==> config.mk <==
export PLATFORM = sky130hd
export DESIGN_NAME = cv32e40p_if_fetch_sequencer_flat
export DESIGN_NICKNAME = d
export VERILOG_FILES = /design/src/rtl/cv32e40p_pkg.sv /design/src/rtl/cv32e40p_if_fetch_sequencer_if.sv /design/src/rtl/cv32e40p_if_outstanding_cnt.sv /design/src/rtl/cv32e40p_if_fetch_sequencer.sv /design/src/flat_wrapper.sv
export SDC_FILE = /design/constraint.sdc
export NUM_CORES = 1
export LEC_CHECK = 0
export BUFFER_PORTS_ARGS = -buffer_cell sky130_fd_sc_hd__buf_2
export CAP_MARGIN = 20
export CELL_PAD_IN_SITES_DETAIL_PLACEMENT = 1
export CELL_PAD_IN_SITES_GLOBAL_PLACEMENT = 1
export CORE_ASPECT_RATIO = 1.4
export CORE_UTILIZATION = 39
export DETAILED_ROUTE_END_ITERATION = 7
export PLACE_DENSITY_LB_ADDON = 0.1
export SYNTH_ARGS = -nofsm -noshare
export SYNTH_HDL_FRONTEND = slang
export SYNTH_SLANG_ARGS = --single-unit
export TNS_END_PERCENT = 20
==> constraint.sdc <==
create_clock -name clk -period 3.8 [get_ports clk]
set_input_delay 0.38 -clock clk [delete_from_list [all_inputs] [get_ports clk]]
set_output_delay 0.38 -clock clk [all_outputs]
set_load 0.005 [all_outputs]
==> src/rtl/cv32e40p_pkg.sv <==
// Shared IF-stage definitions: fetch sequencer states and fetch geometry.
package cv32e40p_pkg;

    typedef enum logic [2:0] {
        IDLE,
        FETCH,
        FLUSH,
        RETRY,
        FAULT
    } if_seq_state_e;

    localparam int unsigned IF_WORD_BYTES = 4;
    localparam int unsigned IF_ADDR_W     = 32;
    localparam int unsigned IF_CNT_W      = 3;

    function automatic logic [IF_ADDR_W-1:0] if_word_align(input logic [IF_ADDR_W-1:0] addr);
        return {addr[IF_ADDR_W-1:2], 2'b00};
    endfunction

endpackage

==> src/rtl/cv32e40p_if_fetch_sequencer_if.sv <==
// Instruction bus request/response channel between the fetch sequencer and the bus.
interface cv32e40p_if_fetch_sequencer_if;
    import cv32e40p_pkg::*;

    logic                 fetch_req_o;
    logic [IF_ADDR_W-1:0] fetch_addr_o;
    logic                 fetch_gnt_i;
    logic                 fetch_rvalid_i;
    logic                 fetch_err_i;

    modport master (
        output fetch_req_o,
        output fetch_addr_o,
        input  fetch_gnt_i,
        input  fetch_rvalid_i,
        input  fetch_err_i
    );

    modport slave (
        input  fetch_req_o,
        input  fetch_addr_o,
        output fetch_gnt_i,
        output fetch_rvalid_i,
        output fetch_err_i
    );

endinterface

==> src/rtl/cv32e40p_if_outstanding_cnt.sv <==
// Tracks in-flight bus transactions and how many of them must still be dropped.
module cv32e40p_if_outstanding_cnt
    import cv32e40p_pkg::*;
#(
    parameter int unsigned MAX_OUTSTANDING = 2
) (
    input  logic                clk,
    input  logic                rst_n,
    input  logic                inc,
    input  logic                dec,
    input  logic                discard_load,
    output logic [IF_CNT_W-1:0] outstanding,
    output logic [IF_CNT_W-1:0] outstanding_next,
    output logic [IF_CNT_W-1:0] discard,
    output logic [IF_CNT_W-1:0] discard_next
);

    localparam logic [IF_CNT_W-1:0] MaxCnt = IF_CNT_W'(MAX_OUTSTANDING);
    localparam logic [IF_CNT_W-1:0] One    = IF_CNT_W'(1);

    logic [IF_CNT_W-1:0] cnt_q, cnt_d;
    logic [IF_CNT_W-1:0] disc_q, disc_d;

    always_comb begin
        cnt_d = cnt_q;
        if (inc && !dec) begin
            cnt_d = cnt_q + One;
        end else if (!inc && dec) begin
            cnt_d = cnt_q - One;
        end
    end

    // A load captures the count after this cycle's update, so a response
    // arriving in the load cycle is already accounted for.
    always_comb begin
        disc_d = disc_q;
        if (discard_load) begin
            disc_d = cnt_d;
        end else if (dec && disc_q != '0) begin
            disc_d = disc_q - One;
        end
    end

    always_ff @(posedge clk or negedge rst_n) begin
        if (!rst_n) begin
            cnt_q  <= '0;
            disc_q <= '0;
        end else begin
            cnt_q  <= cnt_d;
            disc_q <= disc_d;
        end
    end

    assign outstanding      = cnt_q;
    assign outstanding_next = cnt_d;
    assign discard          = disc_q;
    assign discard_next     = disc_d;

    a_cnt_max: assert property (@(posedge clk) disable iff (!rst_n) cnt_q <= MaxCnt);
    a_cnt_underflow: assert property (@(posedge clk) disable iff (!rst_n) dec |-> cnt_q != '0);

endmodule

==> src/rtl/cv32e40p_if_fetch_sequencer.sv <==
// IF-stage fetch sequencer: boot, word fetch with credit flow control, redirect flush,
// bus-error retry and fault reporting toward the IF-ID pipeline registers.
module cv32e40p_if_fetch_sequencer
    import cv32e40p_pkg::*;
#(
    parameter int unsigned MAX_OUTSTANDING = 2,
    parameter int unsigned RETRY_MAX       = 1
) (
    input  logic                          clk,
    input  logic                          rst_n,
    input  logic                          fetch_enable_i,
    input  logic [IF_ADDR_W-1:0]          boot_addr_i,
    input  logic                          redirect_i,
    input  logic [IF_ADDR_W-1:0]          redirect_addr_i,
    input  logic                          halt_i,
    input  logic [3:0]                    fifo_free_i,
    cv32e40p_if_fetch_sequencer_if.master bus,
    output logic                          fetch_valid_o,
    output logic                          halt_if_o,
    output logic                          clear_instr_valid_o,
    output logic                          fetch_failed_o,
    input  logic                          fault_ack_i,
    output logic                          busy_o
);

    localparam logic [IF_CNT_W-1:0] MaxOut   = IF_CNT_W'(MAX_OUTSTANDING);
    localparam logic [1:0]          RetryMax = 2'(RETRY_MAX);

    if_seq_state_e        state_q;
    logic [IF_ADDR_W-1:0] next_addr_q;
    logic [1:0]           retry_cnt_q;
    logic                 clear_q;
    logic                 failed_q;

    logic [IF_CNT_W-1:0]  outstanding;
    logic [IF_CNT_W-1:0]  outstanding_next;
    logic [IF_CNT_W-1:0]  discard;
    logic [IF_CNT_W-1:0]  discard_next;

    logic                 in_fetch;
    logic                 fetch_req;
    logic                 issued;
    logic                 rsp_ok;
    logic                 rsp_err;
    logic                 redirect_take;
    logic                 retry_ok;
    logic                 discard_load;
    logic [IF_ADDR_W-1:0] err_addr;

    assign in_fetch      = (state_q == FETCH);
    assign redirect_take = redirect_i && (state_q != IDLE) && (state_q != FAULT);
    assign rsp_ok        = bus.fetch_rvalid_i && !bus.fetch_err_i;
    assign rsp_err       = bus.fetch_rvalid_i && bus.fetch_err_i;
    assign retry_ok      = (retry_cnt_q < RetryMax);

    assign fetch_req = in_fetch && fetch_enable_i && !redirect_i && !halt_i &&
                       (outstanding < MaxOut) && ({1'b0, outstanding} < fifo_free_i);
    assign issued    = fetch_req && bus.fetch_gnt_i;

    // Responses return in order, so the failing word is the oldest one in flight.
    assign err_addr = next_addr_q - 32'(outstanding) * IF_WORD_BYTES;

    assign discard_load = redirect_take || (in_fetch && rsp_err && !redirect_i && retry_ok);

    cv32e40p_if_outstanding_cnt #(
        .MAX_OUTSTANDING (MAX_OUTSTANDING)
    ) u_outstanding_cnt (
        .clk              (clk),
        .rst_n            (rst_n),
        .inc              (issued),
        .dec              (bus.fetch_rvalid_i),
        .discard_load     (discard_load),
        .outstanding      (outstanding),
        .outstanding_next (outstanding_next),
        .discard          (discard),
        .discard_next     (discard_next)
    );

    always_ff @(posedge clk or negedge rst_n) begin
        if (!rst_n) begin
            state_q     <= IDLE;
            next_addr_q <= '0;
            retry_cnt_q <= '0;
            clear_q     <= 1'b0;
            failed_q    <= 1'b0;
        end else begin
            clear_q <= 1'b0;
            if (redirect_take) begin
                next_addr_q <= redirect_addr_i;
                retry_cnt_q <= '0;
                clear_q     <= 1'b1;
                state_q     <= (outstanding_next != '0) ? FLUSH : FETCH;
            end else begin
                case (state_q)
                    IDLE: begin
                        if (fetch_enable_i) begin
                            next_addr_q <= if_word_align(boot_addr_i);
                            retry_cnt_q <= '0;
                            state_q     <= FETCH;
                        end
                    end
                    FETCH: begin
                        if (rsp_err) begin
                            if (retry_ok) begin
                                retry_cnt_q <= retry_cnt_q + 2'd1;
                                next_addr_q <= err_addr;
                                state_q     <= RETRY;
                            end else begin
                                failed_q <= 1'b1;
                                clear_q  <= 1'b1;
                                state_q  <= FAULT;
                            end
                        end else begin
                            if (issued) begin
                                next_addr_q <= next_addr_q + 32'(IF_WORD_BYTES);
                            end
                            if (rsp_ok) begin
                                retry_cnt_q <= '0;
                            end
                            if (!fetch_enable_i && outstanding_next == '0) begin
                                state_q <= IDLE;
                            end
                        end
                    end
                    FLUSH, RETRY: begin
                        if (discard_next == '0) begin
                            state_q <= FETCH;
                        end
                    end
                    FAULT: begin
                        if (fault_ack_i && outstanding == '0) begin
                            failed_q <= 1'b0;
                            state_q  <= IDLE;
                        end
                    end
                    default: state_q <= IDLE;
                endcase
            end
        end
    end

    assign bus.fetch_req_o  = fetch_req;
    assign bus.fetch_addr_o = next_addr_q;

    assign fetch_valid_o       = in_fetch && rsp_ok && !redirect_i && (discard == '0);
    assign halt_if_o           = halt_i || !in_fetch || (discard != '0);
    assign clear_instr_valid_o = clear_q;
    assign fetch_failed_o      = failed_q;
    assign busy_o              = (outstanding != '0) || (state_q != IDLE);

    a_no_valid_in_discard: assert property (@(posedge clk) disable iff (!rst_n)
        !(fetch_valid_o && discard != '0));
    a_req_stable: assert property (@(posedge clk) disable iff (!rst_n)
        bus.fetch_req_o && !bus.fetch_gnt_i |=> !bus.fetch_req_o || $stable(bus.fetch_addr_o));

endmodule
==> src/flat_wrapper.sv <==
// flat-port wrapper written by rule: the top's interface ports become plain ports
module cv32e40p_if_fetch_sequencer_flat import cv32e40p_pkg::*;
#(
    parameter int unsigned MAX_OUTSTANDING = 2,
    parameter int unsigned RETRY_MAX       = 1
)
  (clk, rst_n, fetch_enable_i, boot_addr_i, redirect_i, redirect_addr_i, halt_i, fifo_free_i, fetch_valid_o, halt_if_o, clear_instr_valid_o, fetch_failed_o, fault_ack_i, busy_o, bus_fetch_req_o, bus_fetch_addr_o, bus_fetch_gnt_i, bus_fetch_rvalid_i, bus_fetch_err_i);
  cv32e40p_if_fetch_sequencer_if bus_i ();
  input  logic clk;
  input  logic rst_n;
  input  logic fetch_enable_i;
  input  logic [IF_ADDR_W-1:0] boot_addr_i;
  input  logic redirect_i;
  input  logic [IF_ADDR_W-1:0] redirect_addr_i;
  input  logic halt_i;
  input  logic [3:0] fifo_free_i;
  output logic fetch_valid_o;
  output logic halt_if_o;
  output logic clear_instr_valid_o;
  output logic fetch_failed_o;
  input  logic fault_ack_i;
  output logic busy_o;
  output wire logic [$bits(bus_i.fetch_req_o)-1:0] bus_fetch_req_o;
  output wire logic [$bits(bus_i.fetch_addr_o)-1:0] bus_fetch_addr_o;
  input wire logic [$bits(bus_i.fetch_gnt_i)-1:0] bus_fetch_gnt_i;
  input wire logic [$bits(bus_i.fetch_rvalid_i)-1:0] bus_fetch_rvalid_i;
  input wire logic [$bits(bus_i.fetch_err_i)-1:0] bus_fetch_err_i;
  assign bus_fetch_req_o = bus_i.fetch_req_o;
  assign bus_fetch_addr_o = bus_i.fetch_addr_o;
  assign bus_i.fetch_gnt_i = bus_fetch_gnt_i;
  assign bus_i.fetch_rvalid_i = bus_fetch_rvalid_i;
  assign bus_i.fetch_err_i = bus_fetch_err_i;
  cv32e40p_if_fetch_sequencer #(.MAX_OUTSTANDING(MAX_OUTSTANDING), .RETRY_MAX(RETRY_MAX)) u_core (.clk(clk), .rst_n(rst_n), .fetch_enable_i(fetch_enable_i), .boot_addr_i(boot_addr_i), .redirect_i(redirect_i), .redirect_addr_i(redirect_addr_i), .halt_i(halt_i), .fifo_free_i(fifo_free_i), .bus(bus_i), .fetch_valid_o(fetch_valid_o), .halt_if_o(halt_if_o), .clear_instr_valid_o(clear_instr_valid_o), .fetch_failed_o(fetch_failed_o), .fault_ack_i(fault_ack_i), .busy_o(busy_o));
endmodule
# After elaboration in Yosys (flattened, before gate mapping)

Index checks and enable logic that the tools add are counted.

Register bits: 45
Bits in latches: 0
Memory bits (writable): 0
ROM bits: 0
Memories kept: 0

$add $sub $neg: 6
Multiply operators: 0
Div/mod/pow operators: 0
Magnitude comparators: 3
Equality and inequality tests: 15
Shift-type cells: 0
Multiplexer cells: 33
Bitwise logic cells: 1
Reductions and logical operators: 48

Operator list:

| operator                                              | number |
|---|---|
| two-way mux 32 bit                                    | 5 |
| one-hot mux 32 bit (2 select lines)                   | 1 |
| two-way mux 3 bit                                     | 11 |
| adder 32 x 3 -> 32 bit, second input constant         | 1 |
| subtractor 32 x 5 -> 32 bit                           | 1 |
| logical AND 1 bit                                     | 21 |
| inequality test 4 bit, second input constant          | 4 |
| zero test 3 bit                                       | 5 |
| nonzero test 3 bit                                    | 5 |
| two-way mux 2 bit                                     | 6 |
| one-hot mux 3 bit (4 select lines)                    | 1 |
| AND reduction 4 bit                                   | 3 |
| zero test 1 bit                                       | 7 |
| two-way mux 1 bit                                     | 7 |
| equality test 3 x 2 -> 1 bit, second input constant   | 2 |
| inequality test 3 x 1 -> 1 bit, second input constant | 2 |
| subtractor 3 x 1 -> 3 bit, second input constant      | 2 |
| AND reduction 5 bit                                   | 1 |
| logical OR 1 bit                                      | 4 |
| less-than comparator 3 x 4 -> 1 bit                   | 1 |
| inequality test 2 bit, second input constant          | 2 |
| one-hot mux 2 bit (2 select lines)                    | 1 |
| adder 3 x 1 -> 3 bit, second input constant           | 1 |
| equality test 3 x 1 -> 1 bit, second input constant   | 1 |
| other kinds (11)                                      | 11 |

# Longest topological paths before layout

Depth after elaboration: 17
Mapped depth: 16
Gate-level depth less buffers: 15

# Hierarchy

A second synthesis with hierarchy kept.

Cell total of the unflattened synthesis: 578
Area, all modules: 4356.7 µm²

By module, submodules not included:

| module                      | times used | cells an instance | area an instance (µm²) | seq. area each (µm²) |
|---|---|---|---|---|
| cv32e40p_if_fetch_sequencer | 1          | 538               | 3948.8                 | 975.9 |
| cv32e40p_if_outstanding_cnt | 1          | 40                | 407.9                  | 150.1 |

# Least setup slack after synthesis

Ideal clock, no wire load.

Kind: input to register
Start point: in bus_fetch_rvalid_i
End point: reg u_core.next_addr_q[28] (netlist: u_core.bus.fetch_addr_o[28])
Setup time: 104 ps
Arrival time: 3761 ps
Required time: 3696 ps
Path slack: -65 ps
Stages on the path: 14
Path buffers: 2
Path through: clkbuf_1 -> nand2_1 -> inv_1 -> ha_1 -> clkbuf_1 -> a21o_1 -> a21oi_1 -> nor2b_1 -> o41a_1 -> a221o_1 -> a221oi_2 -> a21oi_1 -> xnor2_1 -> a221oi_1

Cells in the longest elaborated chain, start to end: 4

Ends and longest elaborated chain:

| element                             | RTL line                           | source |
|---|---|---|
| from (decl)                         | flat_wrapper.sv:26                 | `input wire logic [$bits(bus_i.fetch_rvalid_i)-1:0] bus_fetch_rvalid_i;` |
| logical AND 1 bit *                 | cv32e40p_if_fetch_sequencer.sv:53  | `assign rsp_err = bus.fetch_rvalid_i && bus.fetch_err_i;` |
| two-way mux 32 bit                  | cv32e40p_if_fetch_sequencer.sv:103 | `if (rsp_err) begin` |
| one-hot mux 32 bit (2 select lines) | cv32e40p_if_fetch_sequencer.sv:94  | `case (state_q)` |
| two-way mux 32 bit                  | cv32e40p_if_fetch_sequencer.sv:88  | `if (redirect_take) begin` |
| to (signal assigned)                | cv32e40p_if_fetch_sequencer.sv:89  | `next_addr_q <= redirect_addr_i;` |
| to (signal assigned)                | cv32e40p_if_fetch_sequencer.sv:97  | `next_addr_q <= if_word_align(boot_addr_i);` |
| to (signal assigned)                | cv32e40p_if_fetch_sequencer.sv:106 | `next_addr_q <= err_addr;` |
| to (decl)                           | cv32e40p_if_fetch_sequencer.sv:30  | `logic [IF_ADDR_W-1:0] next_addr_q;` |

Every way passes the cells marked *; elsewhere a longest branch is shown, timed or not.
A chain may end at the register's enable or synchronous reset.

# Worst setup path after layout

Start point: reg u_core.u_outstanding_cnt.cnt_q[0] (netlist: u_core.u_outstanding_cnt.outstanding[0])
End point: reg u_core.next_addr_q[28] (netlist: u_core.bus.fetch_addr_o[28])

Cells in the longest elaborated chain, start to end: 6

Ends and longest elaborated chain:

| element                                                             | RTL line                          | source |
|---|---|---|
| from (decl)                                                         | cv32e40p_if_outstanding_cnt.sv:21 | `logic [IF_CNT_W-1:0] cnt_q, cnt_d;` |
| from (signal assigned)                                              | cv32e40p_if_outstanding_cnt.sv:49 | `cnt_q <= cnt_d;` |
| branches (longest 6 deep; another with subtractor 32 x 5 -> 32 bit) | --                                |  |

Parallel ways; which one is timed is not known. The select of a mux whose other input is x is not followed.

==> impl_metrics.py <==
metrics = {
    "outcome": {
        "status": "completed",
    },
    "yosys": {
        "syn_inst": 520,
        "avgSynthCellArea_um2": 8.00,
        "ys_ff_latch": 45,
        "netlist_area_mm2": 0.00416,
        "yosysSeqAreaShare": 0.271,
        "ys.flop_type": "dfrtp_1",
        "yosysWarnings": 0,
        "async_flop_share": 1.00,
        "synth_top_area_frac": 0.271,
        "yosys-top-cells-area": "dfrtp_1 (27%), ha_1 (11%), a21oi_1 (5.7%)",
        "synth_cell_types": 64,
        "synth_edf_count": 0,
        "synth_top_area_cell": "dfrtp_1",
        "synth_nets": 635,
    },
    "worst_setup_path": {
        "worst-path-stages": 14,
        "crit_path_start_kind": "flop",
        "cpPeakStageDelay_ns": 0.44,
        "ff2ff_setup_slack_ns": 0.36,
        "crit_chain": "inv_1 -> nand2_1 -> ha_1 -> inv_1 -> fa_1 -> a21o_1 -> a21oi_2 -> o21ai_0 -> o311a_1 -> a221o_1 -> a221oi_2 -> a21oi_1 -> xnor2_1 -> a221oi_1",
        "ff2ff_path_depth": 14,
        "crit_start": "u_core.u_outstanding_cnt.outstanding[0]$_DFF_PN0_",
        "crit_arrival_ns": 3.62,
        "crit_path_top_delay_cell": "a221o_1",
        "cp.buffers_inverters": 2,
        "required_ns": 3.98,
        "worstPathMaxFanout": 5,
        "r2r_end": "u_core.bus.fetch_addr_o[28]$_DFFE_PN0P_",
        "r2r_start": "u_core.u_outstanding_cnt.outstanding[0]$_DFF_PN0_",
        "critPathMostFrequentCell": "inv_1",
        "endpoint": "u_core.bus.fetch_addr_o[28]$_DFFE_PN0P_",
        "critPathTopFamily": "compound AO/OA/AOI/OAI gates",
        "crit_type": "flop to flop",
        "worst_setup_path_end_kind": "flop",
    },
    "grt": {
        "grt_pass1_vias": 4831,
        "grt_overflow": 0,
        "antenna_found_initial": 0,
        "grt_util_all_layers": 0.273,
        "grt_pass1_wl_mm": 23.5,
        "grt_max_degree": 46,
    },
    "power_and_ir_drop": {
        "ir_drop_v": 0.000394,
        "pwr_density_cell_mw_per_mm2": 838,
        "p_total_mw": 4.27,
        "p_leak_nw": 2.44,
    },
    "route": {
        "via_per_inst": 5.72,
        "finalWirelength_mm": 14.4,
        "ant_nets": 0,
        "dr.pass1.iters": 4,
        "num_vias": 4419,
        "drtIter0Drc": 144,
        "drcViolationCount": 0,
        "drt-wirelength-per-cell_um": 18.6,
    },
    "clocking": {
        "cts_sinks": 45,
        "cts_tree": "built",
        "cts_buffer_depth": 2,
        "clk_pin_slew_ns": 0.07,
        "postCtsSetupBuffers": 0,
        "clkLatencyLatePin_ns": 0.29,
        "cts_made_buffers": 5,
        "htreeDepth": 2,
        "cts-root-buf": "clkbuf_16",
    },
    "sta": {
        "max_slew.worst_pin.slew_ns": 0.818,
        "setup_viol": 0,
        "slew_headroom": 0.453,
        "max_freq_mhz": 291,
        "finalSetupTns_ns": 0,
        "fin_skew_ns": 0.00556,
        "period_share": 0.905,
        "period_needed_ns": 3.44,
        "holdWs_ns": 0.184,
        "rsz0062_at_grt": "no",
        "slew_viol_final": 0,
        "hold_viol": 0,
    },
    "finish": {
        "drive_above_1_share": 0.236,
        "final_cell_area_mm2": 0.00509,
        "n_antenna_cell": 0,
        "syn2layout_area_growth_pct": 22.4,
        "postLayoutCoreUtil": 0.492,
        "fin_nets": 749,
    },
    "placed_design": {
        "gp_congestion": 0.828,
        "hpwl_mm": 11.0,
        "portBuffers": 112,
        "post_dp_cell_area_mm2": 0.00495,
    },
    "die": {
        "dieArea_mm2": 0.0111,
        "core_area_mm2": 0.0103,
        "io_pins": 115,
        "die_h_um": 124,
        "initial_core_util": 0.402,
        "rows": 44,
        "die_w_um": 89.3,
    },
    "flow_run": {
        "drv_cap": 0,
    },
    "min_path": {
        "hp-class": "primary input to asynchronous set/reset pin",
    },
}
## cells in the mapped netlist (4+ instances only)
master,number
and3_1,4
o21a_1,6
a21oi_1,47
o221ai_1,4
a22oi_1,5
ha_1,37
dfrtp_1,45
nand3_1,12
nor3_1,10
xor2_1,8
or3_1,4
inv_1,26
o22ai_1,9
a211oi_1,5
a21o_1,16
nor2_1,40
xnor2_1,16
a31oi_1,10
nor2b_1,9
o31ai_1,5
o21ai_0,44
o211ai_1,10
mux2i_1,8
nand2b_1,11
clkbuf_1,20
nand2_1,51
## metal layers
layer	wire length, µm	share of wire	track usage	vias up
li1	-	-	-	2153
met4	350	0.024	0.0850	0
met2	7930	0.55	0.518	102
met1	5550	0.39	0.301	2141
met5	0	0	0	-
met3	542	0.038	0.0352	23
## layout by cell type, fill, tap and decap left out, drive strengths merged, types with 8 or more instances in the layout
cell / count
a21o: 16
a21oi: 48
a31oi: 10
buf: 130
dfrtp: 45
ha: 37
inv: 25
mux2i: 8
nand2: 52
nand2b: 11
nand3: 12
nor2: 40
nor2b: 9
nor3: 10
o211ai: 11
o21ai: 45
o22ai: 9
xnor2: 16
xor2: 8
## stage by stage
step           setup WS, ns  std cells
2_1_floorplan        0.0202        520
3_3_place_gp          0.344        765
3_5_place_dp          0.237        765
4_1_cts               0.282        773
5_1_grt              0.0750        773
6_report              0.360        773
## worst min path at each step
stage	start	to	slack, ns
after CTS	rst_n	u_core.bus.fetch_addr_o[28]$_DFFE_PN0P_	0.22
after floorplan	rst_n	u_core.bus.fetch_addr_o[0]$_DFFE_PN0P_	0.08
after global routing	rst_n	u_core.bus.fetch_addr_o[27]$_DFFE_PN0P_	0.25
final	rst_n	u_core.bus.fetch_addr_o[27]$_DFFE_PN0P_	0.18
after global placement	u_core.bus.fetch_addr_o[1]$_DFFE_PN0P_	u_core.bus.fetch_addr_o[1]$_DFFE_PN0P_	0.48
after detailed placement	u_core.bus.fetch_addr_o[1]$_DFFE_PN0P_	u_core.bus.fetch_addr_o[1]$_DFFE_PN0P_	0.49
## timing repair
action                                  in CTS  in global routing
endpoints found under the setup margin       0                  1
endpoints found under the hold margin        0                  0
hold buffers                                 0                  0
resized for setup                            0                  1
## cell families after synthesis
logic type      synth area share
compound gates             0.315
flops                      0.271
fa+ha+maj                  0.116
xor+xnor                  0.0505
mux                       0.0192
simple gates               0.184
buf+inv                   0.0448
## registers in the layout (all words and copies together) (netlist names)
register	count
u_core.bus.fetch_addr_o	32
u_core.state_q	3
u_core.fetch_failed_o	1
u_core.retry_cnt_q	2
u_core.clear_instr_valid_o	1
u_core.u_outstanding_cnt.outstanding	3
u_core.u_outstanding_cnt.discard	3
## report_power, final
group / internal, mW / total [mW] / switching (mW) / leakage (nW)
clock network: 0.242 / 0.441 / 0.198 / 0.0706
registers: 0.722 / 0.955 / 0.234 / 0.543
logic: 1.19 / 2.87 / 1.68 / 1.83
## area by class of cell
class                           count  area [µm²]
Fill cell                        1358        5260
Multi-Input combinational cell    426        2860
Sequential cell                    45        1130
Timing Repair Buffer              130         696
Tap cell                          138         173
Clock buffer                        6         129
Inverter                           26         101
Clock inverter                      2        10.0
Note: power is estimated with default switching activity, not from simulation.
